===== config.mk =====
export PLATFORM = sky130hd
export DESIGN_NAME = pipe_stall_ctrl
export DESIGN_NICKNAME = d
export VERILOG_FILES = /design/src/rtl/pipe_pkg.sv /design/src/rtl/pipe_stall_ctrl_md_busy_timer.sv /design/src/rtl/pipe_stall_ctrl.sv
export SDC_FILE = /design/constraint.sdc
export NUM_CORES = 1
export LEC_CHECK = 0
export ABC_AREA = 1
export CORE_ASPECT_RATIO = 1.1
export CORE_MARGIN = 5
export CORE_UTILIZATION = 50
export DETAILED_ROUTE_END_ITERATION = 8
export GPL_ROUTABILITY_DRIVEN = 1
export PLACE_DENSITY_LB_ADDON = 0.25
export SLEW_MARGIN = 20
export SYNTH_ARGS = -nofsm -noshare
export SYNTH_HDL_FRONTEND = slang
export SYNTH_SLANG_ARGS = --single-unit
export TNS_END_PERCENT = 50

===== constraint.sdc =====
create_clock -name clk -period 3.7 [get_ports clk]
set_input_delay 1.11 -clock clk [delete_from_list [all_inputs] [get_ports clk]]
set_output_delay 1.11 -clock clk [all_outputs]
set_load 0.05 [all_outputs]

===== src/rtl/pipe_pkg.sv =====
// Shared pipeline encodings: Tuse/Tnew values, MDU latencies and timer states.
package pipe_pkg;

  localparam logic [1:0] T_0    = 2'd0;
  localparam logic [1:0] T_1    = 2'd1;
  localparam logic [1:0] T_2    = 2'd2;
  localparam logic [1:0] T_NONE = 2'd3;

  localparam int MULT_CYCLES_DEF = 5;
  localparam int DIV_CYCLES_DEF  = 10;

  typedef enum logic {
    MD_IDLE = 1'b0,
    MD_BUSY = 1'b1
  } md_state_e;

endpackage


===== src/rtl/pipe_stall_ctrl_md_busy_timer.sv =====
// MDU busy timer: holds busy for MULT_CYCLES or DIV_CYCLES after a start.
module md_busy_timer
  import pipe_pkg::*;
#(
  parameter int MULT_CYCLES = MULT_CYCLES_DEF,
  parameter int DIV_CYCLES  = DIV_CYCLES_DEF
) (
  input  logic clk,
  input  logic reset,
  input  logic start,
  input  logic is_div,
  output logic busy
);

  localparam int MAXC = (DIV_CYCLES > MULT_CYCLES)
                      ? DIV_CYCLES : MULT_CYCLES;
  localparam int CW = $clog2(MAXC + 1);

  md_state_e     state_q, state_d;
  logic [CW-1:0] cnt_q, cnt_d;

  always_ff @(posedge clk) begin
    if (reset) begin
      state_q <= MD_IDLE;
      cnt_q   <= '0;
    end else begin
      state_q <= state_d;
      cnt_q   <= cnt_d;
    end
  end

  // A start seen while busy is dropped; the D-stage stall prevents it.
  always_comb begin
    state_d = state_q;
    cnt_d   = cnt_q;
    unique case (state_q)
      MD_IDLE: begin
        if (start) begin
          state_d = MD_BUSY;
          cnt_d   = is_div ? CW'(DIV_CYCLES)
                           : CW'(MULT_CYCLES);
        end
      end
      MD_BUSY: begin
        cnt_d = cnt_q - 1'b1;
        if (cnt_q == CW'(1))
          state_d = MD_IDLE;
      end
      default: begin
        state_d = MD_IDLE;
        cnt_d   = '0;
      end
    endcase
  end

  assign busy = (state_q == MD_BUSY);

endmodule


===== src/rtl/pipe_stall_ctrl.sv =====
// Central stall/flush control: Tuse/Tnew hazards, MDU busy stall and
// a saturating stalled-cycle counter.
module pipe_stall_ctrl
  import pipe_pkg::*;
#(
  parameter int MULT_CYCLES = MULT_CYCLES_DEF,
  parameter int DIV_CYCLES  = DIV_CYCLES_DEF,
  parameter int CNT_W       = 32
) (
  input  logic             clk,
  input  logic             reset,
  input  logic [4:0]       d_rs_addr,
  input  logic [4:0]       d_rt_addr,
  input  logic [1:0]       d_tuse_rs,
  input  logic [1:0]       d_tuse_rt,
  input  logic             d_is_md,
  input  logic [4:0]       e_wr_addr,
  input  logic [1:0]       e_tnew,
  input  logic [4:0]       m_wr_addr,
  input  logic [1:0]       m_tnew,
  input  logic             e_md_start,
  input  logic             e_md_is_div,
  output logic             stall,
  output logic             pc_en,
  output logic             d_reg_we,
  output logic             e_reg_flush,
  output logic             md_busy,
  output logic [CNT_W-1:0] stall_cycles
);

  logic rs_hz, rt_hz, md_hz;

  md_busy_timer #(
    .MULT_CYCLES (MULT_CYCLES),
    .DIV_CYCLES  (DIV_CYCLES)
  ) u_timer (
    .clk    (clk),
    .reset  (reset),
    .start  (e_md_start),
    .is_div (e_md_is_div),
    .busy   (md_busy)
  );

  // $zero never hazards; T_NONE marks an operand that is not read.
  always_comb begin
    rs_hz = (d_rs_addr != 5'd0) && (d_tuse_rs != T_NONE)
         && (((d_rs_addr == e_wr_addr) && (d_tuse_rs < e_tnew))
          || ((d_rs_addr == m_wr_addr) && (d_tuse_rs < m_tnew)));
    rt_hz = (d_rt_addr != 5'd0) && (d_tuse_rt != T_NONE)
         && (((d_rt_addr == e_wr_addr) && (d_tuse_rt < e_tnew))
          || ((d_rt_addr == m_wr_addr) && (d_tuse_rt < m_tnew)));
    md_hz = d_is_md && (md_busy || e_md_start);
  end

  assign stall       = rs_hz | rt_hz | md_hz;
  assign pc_en       = ~stall;
  assign d_reg_we    = ~stall;
  assign e_reg_flush = stall;

  always_ff @(posedge clk) begin
    if (reset)
      stall_cycles <= '0;
    else if (stall && (stall_cycles != '1))
      stall_cycles <= stall_cycles + 1'b1;
  end

endmodule


==> flow_metrics.py <==
metrics = {
    "synthesis": {
        "synth.most_common_cell": "nand2_1",
        "avgSynthCellArea_um2": 6.12,
        "yosysTopAreaCell": "dfxtp_1",
        "syn-cell-area_mm2": 0.00282,
        "yosysWarnings": 0,
        "synth_nets": 500,
        "synth_edf_count": 0,
        "ys_seq_area_share_pct": 26.3,
        "yosys.area.top_type_share_pct": 26.3,
        "yosys-top-cells-area": "dfxtp_1 (26%), nand2_1 (17%), nor2_1 (9.1%)",
        "ys_top_cells_by_count": "nand2_1 (125), nor2_1 (68), inv_1 (52)",
        "synth-seq-cells": 37,
        "synthDistinctLibCells": 35,
        "postSynthCellCount": 460,
        "yosys_most_used_dff": "dfxtp_1",
        "async_reset_ff_share_pct": 0,
    },
    "sta": {
        "fin_ws_ns": 0.0813,
        "fin_tns_setup_ns": 0,
        "setup_violations": 0,
        "tightestPinTransition_ns": 0.627,
        "hold_viol_final": 0,
        "clock_skew_ns": 0.00804,
        "drv_slew": 0,
        "max_freq_ghz": 0.276,
        "period_share_pct": 97.8,
        "slew_headroom_pct": 58.2,
        "finalCriticalPeriod_ns": 3.62,
    },
    "global_routing": {
        "antenna_found_initial": 0,
        "grt_max_degree": 64,
        "grt-ovfl-total": 0,
        "grt_pass1_wl_um": 11900,
        "grt_pass1_vias": 2730,
        "grt_use_total_pct": 20.7,
    },
    "layout": {
        "final_nets": 565,
        "drive_above_1_share_pct": 13.5,
        "fillers": 494,
        "multi_input_area_mm2": 0.00181,
        "regArea_um2": 741,
        "n_antenna_cell": 0,
        "area.growth.synth_to_final_pct": 32.8,
    },
    "floorplan": {
        "die_area_mm2": 0.00723,
        "die_w_um": 81.5,
        "die_y_um": 88.7,
        "initial_core_util_pct": 51.8,
        "io_pins": 70,
        "coreArea_mm2": 0.00543,
        "std_cell_rows": 28,
    },
    "cts": {
        "clk_pin_slew_worst_paths_ns": 0.08,
        "htreeDepth": 2,
        "clock_tree.root_cell": "clkbuf_8",
        "cts_made_buffers": 5,
        "worstSkewPairLatency_ns": 0.30,
        "cts_buffer_depth": 2,
        "cts.sinks": 37,
        "cts_setup_buffers": 0,
        "postCtsHoldBufs": 0,
        "cts_tree": "built",
    },
    "route": {
        "via_count": 3055,
        "first_pass_iters": 4,
        "ant_nets": 0,
        "drt_iter0_drc": 195,
        "drt_wl_total_um": 7150,
        "via_per_inst": 5.08,
        "route.detailed.drc": 0,
        "wl_per_cell_um": 11.9,
    },
    "setup_path": {
        "start_kind": "input pin",
        "critPathMaxFanout": 4,
        "cp-end-kind": "primary output",
        "criticalPathCategory": "in2out",
        "crit_family": "buffers and inverters",
        "cp_slowest_cell": "ha_1",
        "r2r_start": "stall_cycles[0]",
        "worst_path_largest_cell_delay_ns": 0.31,
        "crit_path_frequent_cell": "nand2_1",
        "crit_cells": 11,
        "timing.reg2reg.worst_path_depth": 9,
        "crit_chain": "dlygate4sd2_1, ha_1, nand2_1, nand2_1, nor2_1, nand2_1, nand2_1, nand2_2, nand3_4, clkinvlp_4, buf_12",
        "critPathBufInv": 3,
        "crit_path_start": "d_tuse_rt[1]",
        "cp_data_arrival_time_ns": 2.51,
        "required_ns": 2.59,
    },
    "placement": {
        "io_buffers": 69,
        "globalplace.congestion": 0.866,
        "dpl.hpwl_um": 5560,
        "dp_slack_ns": -0.221,
    },
    "pwr": {
        "ir_drop_uv": 198,
        "power_leakage_nw": 1.74,
        "p_per_area_mw_per_mm2": 253,
    },
    "worst_hold_path": {
        "whs_path_depth": 2,
        "hold_class": "reg2reg",
        "hold_start": "u_timer.cnt_q[1]",
    },
    "job": {
        "drv_cap": 0,
    },
    "status": {
        "status": "finished clean",
    },
}
[cells in the final DEF, fill, tap and decap left out, types with 3 or more instances in the layout]
cell type	Yosys	layout
dlygate4sd2_1	0	5
nand2_4	3	3
nor3_1	8	8
clkbuf_8	1	6
nand4_1	5	5
nand2_2	6	7
nand3_2	10	10
ha_4	0	3
dlymetal6s2s_1	0	16
dfxtp_1	37	37
nor3_4	3	3
xnor2_1	3	3
a21oi_1	36	36
ha_1	7	4
nand3_1	40	39
inv_2	9	10
clkdlybuf4s50_1	0	42
nor2_1	68	68
nor2_2	8	8
buf_4	2	5
nand2_1	125	124
xor2_1	4	4
inv_1	52	48
o21ai_0	9	7
[power breakdown]
| group | switching [W] | total, W | internal, W |
|---|---|---|---|
| sequential | 0.00000804 | 0.000414 | 0.000406 |
| combinational | 0.000132 | 0.000221 | 0.0000893 |
| clock | 0.000159 | 0.000310 | 0.000151 |
| total | 0.000299 | 0.000946 | 0.000647 |
[cell type report]
cell class | count | area share (%)
clock buffer | 6 | 2.21
inverter | 62 | 6.53
tap | 75 | 2.51
timing repair buffer | 72 | 20.3
multi-input combinational | 347 | 48.3
clock inverter | 2 | 0.368
sequential | 37 | 19.8
[worst reg2reg max path, delay by kind of cell (launching register included)]
family | cells | cell delay, ns
and+or+nand+nor | 6 | 1.20
buffers and inverters | 1 | 0.08
DFF | 1 | 0.40
adders and majority gates | 1 | 0.20
AOI/OAI and AO/OA | 1 | 0.14
[routing by layer]
metal | GRT usage, % | vias to the layer above | share of wire (%)
met3 | 5.40 | 13 | 6.2
li1 | - | 1581 | -
met4 | 8.14 | 0 | 1.9
met5 | 0 | - | 0
met1 | 22.8 | 1381 | 41
met2 | 37.5 | 80 | 51
[state kept, by name, indices dropped and copies added (netlist names)]
register and flops:
stall_cycles 32, u_timer.busy 1, u_timer.cnt_q 4
[logic make-up (layout without fill, tap and decap cells)]
family,after synthesis,in the layout,synth area share (%)
AND/OR/NAND/NOR,283,283,47.3
buffers and inverters,76,142,11.8
AO/OA/AOI/OAI,50,50,9.24
flip-flops,37,37,26.3
adder cells (fa/ha/maj),7,7,3.11
XOR/XNOR,7,7,2.18
[per-stage QoR]
step | util (%) | instance area [um^2] | std cells | power (W) | hold WS (ns)
after floorplan | - | 2900 | 460 | 0.000571 | 0.451
after global placement | 66.2 | 3590 | 593 | 0.000640 | 0.468
after detailed placement | 66.2 | 3590 | 593 | 0.000646 | 0.473
after CTS | 67.9 | 3690 | 601 | 0.000954 | 0.498
after global routing | 68.8 | 3740 | 601 | 0.000993 | 0.509
final | 68.8 | 3740 | 601 | 0.000946 | 0.498
[final timing paths]
check | end | slack (ns)
setup / recovery | d_reg_we | 0.08
setup reg to reg | stall_cycles[22] | 1.57
hold / removal | u_timer.cnt_q[1] | 0.50
hold reg to reg | u_timer.cnt_q[1] | 0.50
[timing repair]
item | CTS | global route
pin swaps | 1 | 2
endpoints found under the setup margin | 4 | 4
cloned | 0 | 0
gates resized for setup | 8 | 23
No activity file was read; power rests on OpenSTA's default activity.
